[src/rtl/crop_norm_multi.sv]
// Multi-ROI crop/normalise: buffers NUM_ROI windows of one frame, then streams each ROI out scaled to full range.
// Optional build macro CROP_NORM_MINMAX_EN adds per-ROI minimum tracking and (pix-min)/(max-min) normalisation.
module crop_norm_multi #(
  parameter int PIXEL_BIT_WIDTH = 10,
  parameter int IN_ROWS         = 20,
  parameter int IN_COLS         = 20,
  parameter int OUT_ROWS        = 10,
  parameter int OUT_COLS        = 10,
  parameter int NUM_ROI         = 2,
  localparam int RW             = (NUM_ROI > 1) ? $clog2(NUM_ROI) : 1
) (
  input  logic                                  clk,
  input  logic                                  reset,
  input  logic                                  ap_start,
  output logic                                  ap_ready,
  output logic                                  ap_done,
  output logic                                  ap_idle,
  input  logic [NUM_ROI*$clog2(IN_COLS)-1:0]    crop_x0,
  input  logic [NUM_ROI*$clog2(IN_ROWS)-1:0]    crop_y0,
  input  logic                                  s_axis_tvalid,
  output logic                                  s_axis_tready,
  input  logic [PIXEL_BIT_WIDTH-1:0]            s_axis_tdata,
  output logic                                  m_axis_tvalid,
  input  logic                                  m_axis_tready,
  output logic [PIXEL_BIT_WIDTH-1:0]            m_axis_tdata,
  output logic                                  m_axis_tlast,
  output logic [RW-1:0]                         m_axis_tuser
);

  localparam int W     = PIXEL_BIT_WIDTH;
  localparam int XW    = $clog2(IN_COLS);
  localparam int YW    = $clog2(IN_ROWS);
  localparam int DEPTH = OUT_ROWS * OUT_COLS;
  localparam int AW    = (DEPTH > 1) ? $clog2(DEPTH) : 1;
  localparam int CW    = (W > 1) ? $clog2(W) : 1;

  localparam logic [W-1:0]  MAXVAL    = '1;
  localparam logic [XW-1:0] X_MAX     = XW'(IN_COLS - OUT_COLS);
  localparam logic [YW-1:0] Y_MAX     = YW'(IN_ROWS - OUT_ROWS);
  localparam logic [XW:0]   X_SPAN    = (XW+1)'(OUT_COLS);
  localparam logic [YW:0]   Y_SPAN    = (YW+1)'(OUT_ROWS);
  localparam logic [XW-1:0] COL_LAST  = XW'(IN_COLS - 1);
  localparam logic [YW-1:0] ROW_LAST  = YW'(IN_ROWS - 1);
  localparam logic [AW-1:0] ADDR_LAST = AW'(DEPTH - 1);
  localparam logic [RW-1:0] ROI_LAST  = RW'(NUM_ROI - 1);
  localparam logic [CW-1:0] CNT_LAST  = CW'(W - 1);

  typedef enum logic [2:0] {
    S_IDLE,
    S_CAPTURE,
    S_FETCH,
    S_DIV,
    S_EMIT
  } state_t;

  state_t state;

  logic [XW-1:0] col;
  logic [YW-1:0] row;
  logic [NUM_ROI-1:0][XW-1:0] x0_q;
  logic [NUM_ROI-1:0][YW-1:0] y0_q;
  logic [NUM_ROI-1:0][AW-1:0] wptr;
  logic [NUM_ROI-1:0][W-1:0]  max_q;
`ifdef CROP_NORM_MINMAX_EN
  logic [NUM_ROI-1:0][W-1:0]  min_q;
`endif
  logic [NUM_ROI-1:0][W-1:0]  rd_q;
  logic [NUM_ROI-1:0]         hit;

  logic [RW-1:0] roi;
  logic [AW-1:0] addr;
  logic [CW-1:0] cnt;
  logic [W-1:0]  rem, dlo, quot, den_q;
  logic          zero_q, sat_q;

  logic [W-1:0] mem [NUM_ROI][DEPTH];

  logic beat;
  assign beat = s_axis_tvalid && s_axis_tready;

  // A pixel lands in every ROI whose window covers the current (row, col).
  always_comb begin
    hit = '0;
    for (int k = 0; k < NUM_ROI; k++) begin
      hit[k] = beat
            && ({1'b0, col} >= {1'b0, x0_q[k]}) && ({1'b0, col} < ({1'b0, x0_q[k]} + X_SPAN))
            && ({1'b0, row} >= {1'b0, y0_q[k]}) && ({1'b0, row} < ({1'b0, y0_q[k]} + Y_SPAN));
    end
  end

  // NOTE: the ROI buffers have no reset so they map onto plain block RAM; stale contents are never read.
  always_ff @(posedge clk) begin
    for (int k = 0; k < NUM_ROI; k++) begin
      if (hit[k]) mem[k][wptr[k]] <= s_axis_tdata;
      if (state == S_FETCH) rd_q[k] <= mem[k][addr];
    end
  end

  // Divider operands: the first DIV cycle loads straight from the RAM word, later cycles iterate the registers.
  logic [W-1:0]   num_c, den_c, den_in, dlo_in, rem_in, quot_in, rem_n, quot_n, result;
  logic [2*W-1:0] prod;
  logic [W:0]     rs, diff;
  logic           first, ge;

  always_comb begin
`ifdef CROP_NORM_MINMAX_EN
    num_c = rd_q[roi] - min_q[roi];
    den_c = max_q[roi] - min_q[roi];
`else
    num_c = rd_q[roi];
    den_c = max_q[roi];
`endif
    prod    = {num_c, {W{1'b0}}} - {{W{1'b0}}, num_c};
    first   = (cnt == '0);
    rem_in  = first ? prod[2*W-1:W] : rem;
    dlo_in  = first ? prod[W-1:0]   : dlo;
    den_in  = first ? den_c         : den_q;
    quot_in = first ? '0            : quot;
    rs      = {rem_in, dlo_in[W-1]};
    diff    = rs - {1'b0, den_in};
    ge      = ~diff[W];
    rem_n   = ge ? diff[W-1:0] : rs[W-1:0];
    quot_n  = {quot_in[W-2:0], ge};
    result  = zero_q ? '0 : (sat_q ? MAXVAL : quot);
  end

  // NOTE: all state below updates with non-blocking assignments so every register samples pre-edge values.
  always_ff @(posedge clk) begin
    if (reset) begin
      state         <= S_IDLE;
      ap_ready      <= 1'b0;
      ap_done       <= 1'b0;
      ap_idle       <= 1'b1;
      s_axis_tready <= 1'b0;
      m_axis_tvalid <= 1'b0;
      m_axis_tlast  <= 1'b0;
      m_axis_tdata  <= '0;
      m_axis_tuser  <= '0;
      col           <= '0;
      row           <= '0;
      x0_q          <= '0;
      y0_q          <= '0;
      wptr          <= '0;
      max_q         <= '0;
`ifdef CROP_NORM_MINMAX_EN
      min_q         <= '1;
`endif
      roi           <= '0;
      addr          <= '0;
      cnt           <= '0;
      rem           <= '0;
      dlo           <= '0;
      quot          <= '0;
      den_q         <= '0;
      zero_q        <= 1'b0;
      sat_q         <= 1'b0;
    end else begin
      ap_ready <= 1'b0;
      ap_done  <= 1'b0;
      case (state)
        S_IDLE: begin
          if (ap_start) begin
            for (int k = 0; k < NUM_ROI; k++) begin
              x0_q[k] <= (crop_x0[k*XW +: XW] > X_MAX) ? X_MAX : crop_x0[k*XW +: XW];
              y0_q[k] <= (crop_y0[k*YW +: YW] > Y_MAX) ? Y_MAX : crop_y0[k*YW +: YW];
            end
            wptr          <= '0;
            max_q         <= '0;
`ifdef CROP_NORM_MINMAX_EN
            min_q         <= '1;
`endif
            col           <= '0;
            row           <= '0;
            ap_ready      <= 1'b1;
            ap_idle       <= 1'b0;
            s_axis_tready <= 1'b1;
            state         <= S_CAPTURE;
          end
        end
        S_CAPTURE: begin
          if (beat) begin
            for (int k = 0; k < NUM_ROI; k++) begin
              if (hit[k]) begin
                wptr[k] <= wptr[k] + 1'b1;
                if (s_axis_tdata > max_q[k]) max_q[k] <= s_axis_tdata;
`ifdef CROP_NORM_MINMAX_EN
                if (s_axis_tdata < min_q[k]) min_q[k] <= s_axis_tdata;
`endif
              end
            end
            if (col == COL_LAST) begin
              col <= '0;
              if (row == ROW_LAST) begin
                row           <= '0;
                s_axis_tready <= 1'b0;
                roi           <= '0;
                addr          <= '0;
                state         <= S_FETCH;
              end else begin
                row <= row + 1'b1;
              end
            end else begin
              col <= col + 1'b1;
            end
          end
        end
        S_FETCH: begin
          cnt   <= '0;
          state <= S_DIV;
        end
        S_DIV: begin
          rem  <= rem_n;
          dlo  <= {dlo_in[W-2:0], 1'b0};
          quot <= quot_n;
          if (first) begin
            den_q  <= den_c;
            zero_q <= (den_c == '0);
            sat_q  <= (prod[2*W-1:W] >= den_c);
          end
          if (cnt == CNT_LAST) state <= S_EMIT;
          else cnt <= cnt + 1'b1;
        end
        S_EMIT: begin
          if (!m_axis_tvalid) begin
            m_axis_tvalid <= 1'b1;
            m_axis_tdata  <= result;
            m_axis_tlast  <= (addr == ADDR_LAST);
            m_axis_tuser  <= roi;
          end else if (m_axis_tready) begin
            m_axis_tvalid <= 1'b0;
            m_axis_tlast  <= 1'b0;
            state         <= S_FETCH;
            if (addr == ADDR_LAST) begin
              addr <= '0;
              if (roi == ROI_LAST) begin
                ap_done <= 1'b1;
                ap_idle <= 1'b1;
                state   <= S_IDLE;
              end else begin
                roi <= roi + 1'b1;
              end
            end else begin
              addr <= addr + 1'b1;
            end
          end
        end
        default: state <= S_IDLE;
      endcase
    end
  end

endmodule

[config.mk]
export PLATFORM = sky130hd
export DESIGN_NAME = crop_norm_multi
export DESIGN_NICKNAME = d
export VERILOG_FILES = /design/src/rtl/crop_norm_multi.sv
export SDC_FILE = /design/constraint.sdc
export NUM_CORES = 2
export LEC_CHECK = 0
export CORE_MARGIN = 2
export CORE_UTILIZATION = 35
export DETAILED_ROUTE_END_ITERATION = 16
export GPL_ROUTABILITY_DRIVEN = 0
export PLACE_DENSITY = 0.52
export SETUP_SLACK_MARGIN = 0.3
export SLEW_MARGIN = 20
export SYNTH_ARGS = -nofsm -noshare
export SYNTH_HDL_FRONTEND = slang
export SYNTH_SLANG_ARGS = --single-unit
export TNS_END_PERCENT = 50
[constraint.sdc]
create_clock -name clk -period 6 [get_ports clk]
set_clock_uncertainty 0.2 [all_clocks]
set_input_delay 0.9 -clock clk [delete_from_list [all_inputs] [get_ports clk]]
set_output_delay 0.9 -clock clk [all_outputs]
set_load 0.02 [all_outputs]
# After elaboration in Yosys (flattened, before gate mapping)

Memories as Yosys holds them, arrays and structs flattened.
Cells that the tools add are included.

Add/sub/neg operators: 13
$mul: 0
Div/mod/pow operators: 0
Order comparisons: 21
Equality and inequality tests: 23
Shift operators: 0
Muxes and demuxes: 90
Bitwise operators: 9
Reduce and logical (&&, ||, !) cells: 36

Operators with widths:

| kind                                                           | count |
|---|---|
| 2-to-1 mux 1000 bit                                            | 2 |
| 2-to-1 mux 10 bit                                              | 20 |
| binary-select mux 10 bit (select 7 bit)                        | 2 |
| demux 10 bit (select 7 bit)                                    | 2 |
| 2-to-1 mux 7 bit                                               | 8 |
| 2-to-1 mux 5 bit                                               | 10 |
| 2-to-1 mux 20 bit                                              | 2 |
| one-hot mux 20 bit (2 select lines)                            | 1 |
| 2-to-1 mux 14 bit                                              | 2 |
| inequality test 2 bit (second input constant)                  | 14 |
| one-hot mux 14 bit (2 select lines)                            | 1 |
| adder 5 x 4 -> 6 bit (second input constant)                   | 4 |
| greater-or-equal comparator 8 bit (second input constant)      | 3 |
| < comparator 5 x 6 -> 1 bit                                    | 4 |
| inverter 7 -> 8 bit                                            | 3 |
| adder 7 x 1 -> 7 bit (second input constant)                   | 3 |
| 2-to-1 mux 1 bit                                               | 21 |
| 2-to-1 mux 3 bit                                               | 7 |
| greater-or-equal comparator 5 bit                              | 4 |
| greater-than comparator 10 bit                                 | 2 |
| greater-than comparator 5 x 4 -> 1 bit (second input constant) | 4 |
| one-hot mux 5 bit (2 select lines)                             | 2 |
| subtractor 20 x 10 -> 20 bit                                   | 1 |
| < comparator 8 x 1 -> 1 bit (second input constant)            | 2 |
| other kinds (34)                                               | 68 |

Flip-flop bits (word level): 157
Latch bits: 0
Memory bits (writable): 2000
Memory bits (read-only): 0
Input port bits: 35
Output and inout bits: 17
Memories: 1

Memories:

| memory | words | width | rd ports | clocked after Yosys merged registers in | wr ports | RTL line | RTL |
|---|---|---|---|---|---|---|---|
| mem    | 2     | 1000  | 2        | 0                                       | 2        | 76       | `logic [W-1:0] mem [NUM_ROI][DEPTH];` |

# Logic depth before layout (Yosys ltp)

Depth after elaboration: 8
Gate-level depth with buffers: 22

# Worst setup path after synthesis

Ideal clock, no wire load.

Kind: flip-flop to flip-flop
From: register roi
To: register rem[1]
Library setup time: 0.066 ns
Arrival: 4.672 ns
Data required time: 5.734 ns
Path slack: 1.061 ns
Cell stages (with the launch flop): 23
Path buffers: 5
Clock period less this slack: 4.939 ns
Cell sequence: dfxtp_1 > buf_6 > buf_12 > buf_2 > buf_1 > mux2i_1 > ha_1 > nand2_1 > nor3_1 > xnor2_1 > nor2_1 > a21oi_1 > fa_1 > nor2b_1 > o21ai_0 > nand2b_1 > a21oi_1 > o32ai_1 > o211a_1 > or3_1 > buf_6 > mux2_4 > a21oi_2

Longest elaborated chain between the ends: 6
Elaborated cells between the ends (all ways): 10

Ends and longest elaborated chain:

| what                                                 | RTL line | RTL |
|---|---|---|
| from (decl)                                          | 70       | `logic [RW-1:0] roi;` |
| from (signal assigned)                               | 240      | `roi <= roi + 1'b1;` |
| 2-to-1 mux 10 bit (implied by the code) (2 in a row) | 110      | `num_c = rd_q[roi];` |
| subtractor 20 x 10 -> 20 bit                         | 113      | `prod = {num_c, {W{1'b0}}} - {{W{1'b0}}, num_c};` |
| 2-to-1 mux 10 bit (on tied branches)                 | 116, 115 |  |
| subtractor 11 x 10 -> 11 bit                         | 120      | `diff = rs - {1'b0, den_in};` |
| 2-to-1 mux 10 bit (*)                                | 122      | `rem_n = ge ? diff[W-1:0] : rs[W-1:0];` |
| to (signal assigned)                                 | 212      | `rem <= rem_n;` |
| to (decl)                                            | 73       | `logic [W-1:0] rem, dlo, quot, den_q;` |

Every way passes the cells marked *; elsewhere a longest branch is shown, timed or not. The select of a mux whose other input is x is not followed.
A chain may end at the register's enable or synchronous reset.

# Worst setup path in the final report

From: register roi
To: register rem[0]

Same word-level chain as after synthesis.

==> flow_summary.toml <==
[clocking]
clkTransAtPathRegs_ns = 0.06
cts_buffers = 218
clock-sinks = 2157
clkLatencyLatePin_ns = 0.87
htree_levels = 4
clockBufferDepth = 3
cts_tree = "done"
postCtsSetupRepairBufs = 0
cts-root-buf = "clkbuf_16"

[yosys]
synth_nets = 4353
yosys.cell_types.count = 79
syn_area_per_cell_um2 = 20.37
synth_compound_area_frac = 0.02182
synth_warnings = 0
ys.flop_type = "edfxtp_1"
ys_seq_area_frac = 0.7355
synth_xor_area_frac = 0.004267
synth_edf_count = 2020
muxShareOfSynthArea = 0.1777
yosysTopAreaCell = "edfxtp_1"
synth_top_area_frac = 0.7037
ys_ff_latch = 2157
async_flop_share = 0
synthAdderAreaFrac = 0.01306
synth-simple-area-share = 0.03382
netlist_area_um2 = 86200
ys_top_cells_by_area = "edfxtp_1, mux4_2, dfxtp_1, nor2_1, ha_1"
synthCells = 4231
synth_top_family_by_area = "multiplexers"

[worst_hold_path]
holdPathEnd = "m_axis_tdata[1]"
hold-path-cell-count = 2
hp-class = "input pin to flop"
hold_start = "reset"

[setup_path]
slowest_stage = "dfxtp_4"
start_kind = "flop"
cp_max_fo = 27
r2r-start = "roi"
crit_family = "compound AO/OA/AOI/OAI gates"
r2r_cells = 18
cp.arrival_ns = 5.63
r2r-end = "rem[0]"
critPathCaptureType = "flop"
reg2reg_slack_ns = 0.90
path_buf_inv = 1
max_stage_delay_ns = 0.53
worstSetupPathType = "flop to flop"
crit_chain = "mux2i_1 > ha_1 > nand2_1 > nor3_1 > xnor2_1 > nor2_1 > a21oi_1 > fa_1 > nor2b_1 > o21ai_0 > nand2b_1 > a21oi_1 > o32ai_1 > o211a_1 > nor3_1 > buf_4 > nor4_1 > a311o_1"
crit_required_ns = 6.53

[cells_and_area]
fill_cells = 21850
area_delta_synth_final_pct = 13.61
final_cell_mix = "edfxtp_1, mux4_2, nor2_1"
drive_above_1_share = 0.2545
nNetsFinal = 4510
final_cell_area_um2 = 97930
final_common_cell = "edfxtp_1"
antennaDiodeCount = 0

[die]
ios = 52
die_area_um2 = 250300
die_width_um = 500.3
dieHeight_um = 500.3
core_um2 = 245500
start_util = 0.3512
fp-row-count = 182

[power]
powerDensity_nw_per_um2 = 315.0
power_leakage_nw = 29.18
ir_drop_mv = 0.2392

[routing]
first_pass_iters = 5
routed_wl_um = 213700
top_layer_used = "met4"
vias_per_cell = 5.324
dr_wl_met2_um = 102200
wl_met3_um = 9591
drt_iter0_markers = 3713
vias = 41450
drc = 0
routedWlPerCell_um = 27.44
drtAntennaViolNets = 0
drt-met1-wl_um = 98270

[timing]
layout_min_cycle_time_ns = 5.103
setup_tns_ns = 0
slew_violations = 0
fin_crit_sh = 0.8505
setup_viol_count_final = 0
hold_viol = 0
worst-slew-pin-transition_ns = 1.111
relSlewSlack = 0.2563
max_freq_mhz = 196.0
rsz0062_at_grt = "no"

[global_route]
grt_max_degree = 184
track_usage = 0.1706
grt_pass1_wl_um = 311700
grt_pass1_vias = 42550
antenna_found_initial = 7
grt.overflow.total = 0

[job]
cap_violations = 0

[outcome]
status = "finished clean"

[placement]
dp_hpwl_um = 130700
placed_cell_area_um2 = 90970
io_buffers = 51
[worst reg2reg max path: stages (launching register included)]
cell and delay [ns]:
dfxtp_4 0.53, mux2i_1 0.45, ha_1 0.39, nand2_1 0.19
nor3_1 0.21, xnor2_1 0.20, nor2_1 0.07, a21oi_1 0.26
fa_1 0.27, nor2b_1 0.06, o21ai_0 0.16, nand2b_1 0.11
a21oi_1 0.38, o32ai_1 0.21, o211a_1 0.26, nor3_1 0.42
buf_4 0.25, nor4_1 0.06, a311o_1 0.30
[what timing repair did]
| item | in CTS | in global routing |
|---|---|---|
| gates resized for setup | 0 | 2 |
| hold buffers | 0 | 0 |
| setup endpoints to repair | 0 | 2 |
[cells by family after synthesis]
family,count (synthesis)
compound gates,279
xor+xnor,42
fa+ha+maj,90
buf+inv,293
flops,2157
mux,725
simple gates,645
[synth_stat cells, types with 29 or more instances]
library cell / n
edfxtp_1: 2020
mux4_2: 640
nor2_1: 334
clkbuf_1: 154
dfxtp_1: 137
nand2_1: 122
ha_1: 86
a21oi_1: 77
inv_1: 62
mux2i_1: 58
buf_2: 51
o21ai_0: 49
nor3_1: 34
nand3_1: 29
[worst max path at each step]
stage                     startpoint     end  slack [ns]  depth (start not counted)
after floorplan                  roi  rem[1]        1.06                         22
after global routing             roi  rem[0]        0.44                         18
final                            roi  rem[0]        0.90                         18
after global placement           roi  rem[0]        0.78                         17
after CTS                        roi  rem[0]        0.76                         18
after detailed placement         roi  rem[0]        0.80                         18
[sequential cells by signal (all words and copies together) (netlist names), 14 cells and up]
name / flops
rd_q: 20
max_q: 20
wptr: 14
mem: 2000
[power by group]
group | switching, mW | total (mW) | internal [mW]
combinational | 0.781 | 1.11 | 0.334
sequential | 0.0829 | 16.6 | 16.5
clock | 5.79 | 13.1 | 7.35
[stage by stage]
stage	total power, mW	util	hold slack (ns)	instances	worst slack [ns]
3_5_place_dp	18.05	0.3706	0.2522	7387	0.8011
2_1_floorplan	17.46	-	0.2323	4231	1.061
4_1_cts	31.16	0.3985	0.1075	7785	0.7605
3_3_place_gp	18.03	0.3705	0.2461	7387	0.7765
6_report	30.85	0.3989	0.1858	7786	0.8973
5_1_grt	31.85	0.3989	0.1545	7786	0.4409
[cell type report]
cell class / count / area (µm²) / area share
clock inverter: 105 / 1018 / 0.01040
clock buffer: 293 / 5828 / 0.05951
multi-input combinational: 1781 / 21730 / 0.2219
inverter: 62 / 232.7 / 0.002376
timing repair buffer: 168 / 1669 / 0.01704
tap: 3220 / 4029 / 0.04114
sequential: 2157 / 63420 / 0.6476
[metal layers]
| layer | GRT usage | vias to the layer above |
|---|---|---|
| met5 | 0 | - |
| met4 | 0.03540 | 0 |
| met3 | 0.02576 | 242 |
| met2 | 0.2714 | 924 |
| met1 | 0.2494 | 22510 |
| li1 | - | 17780 |
No activity file was read; power rests on OpenSTA's default activity.
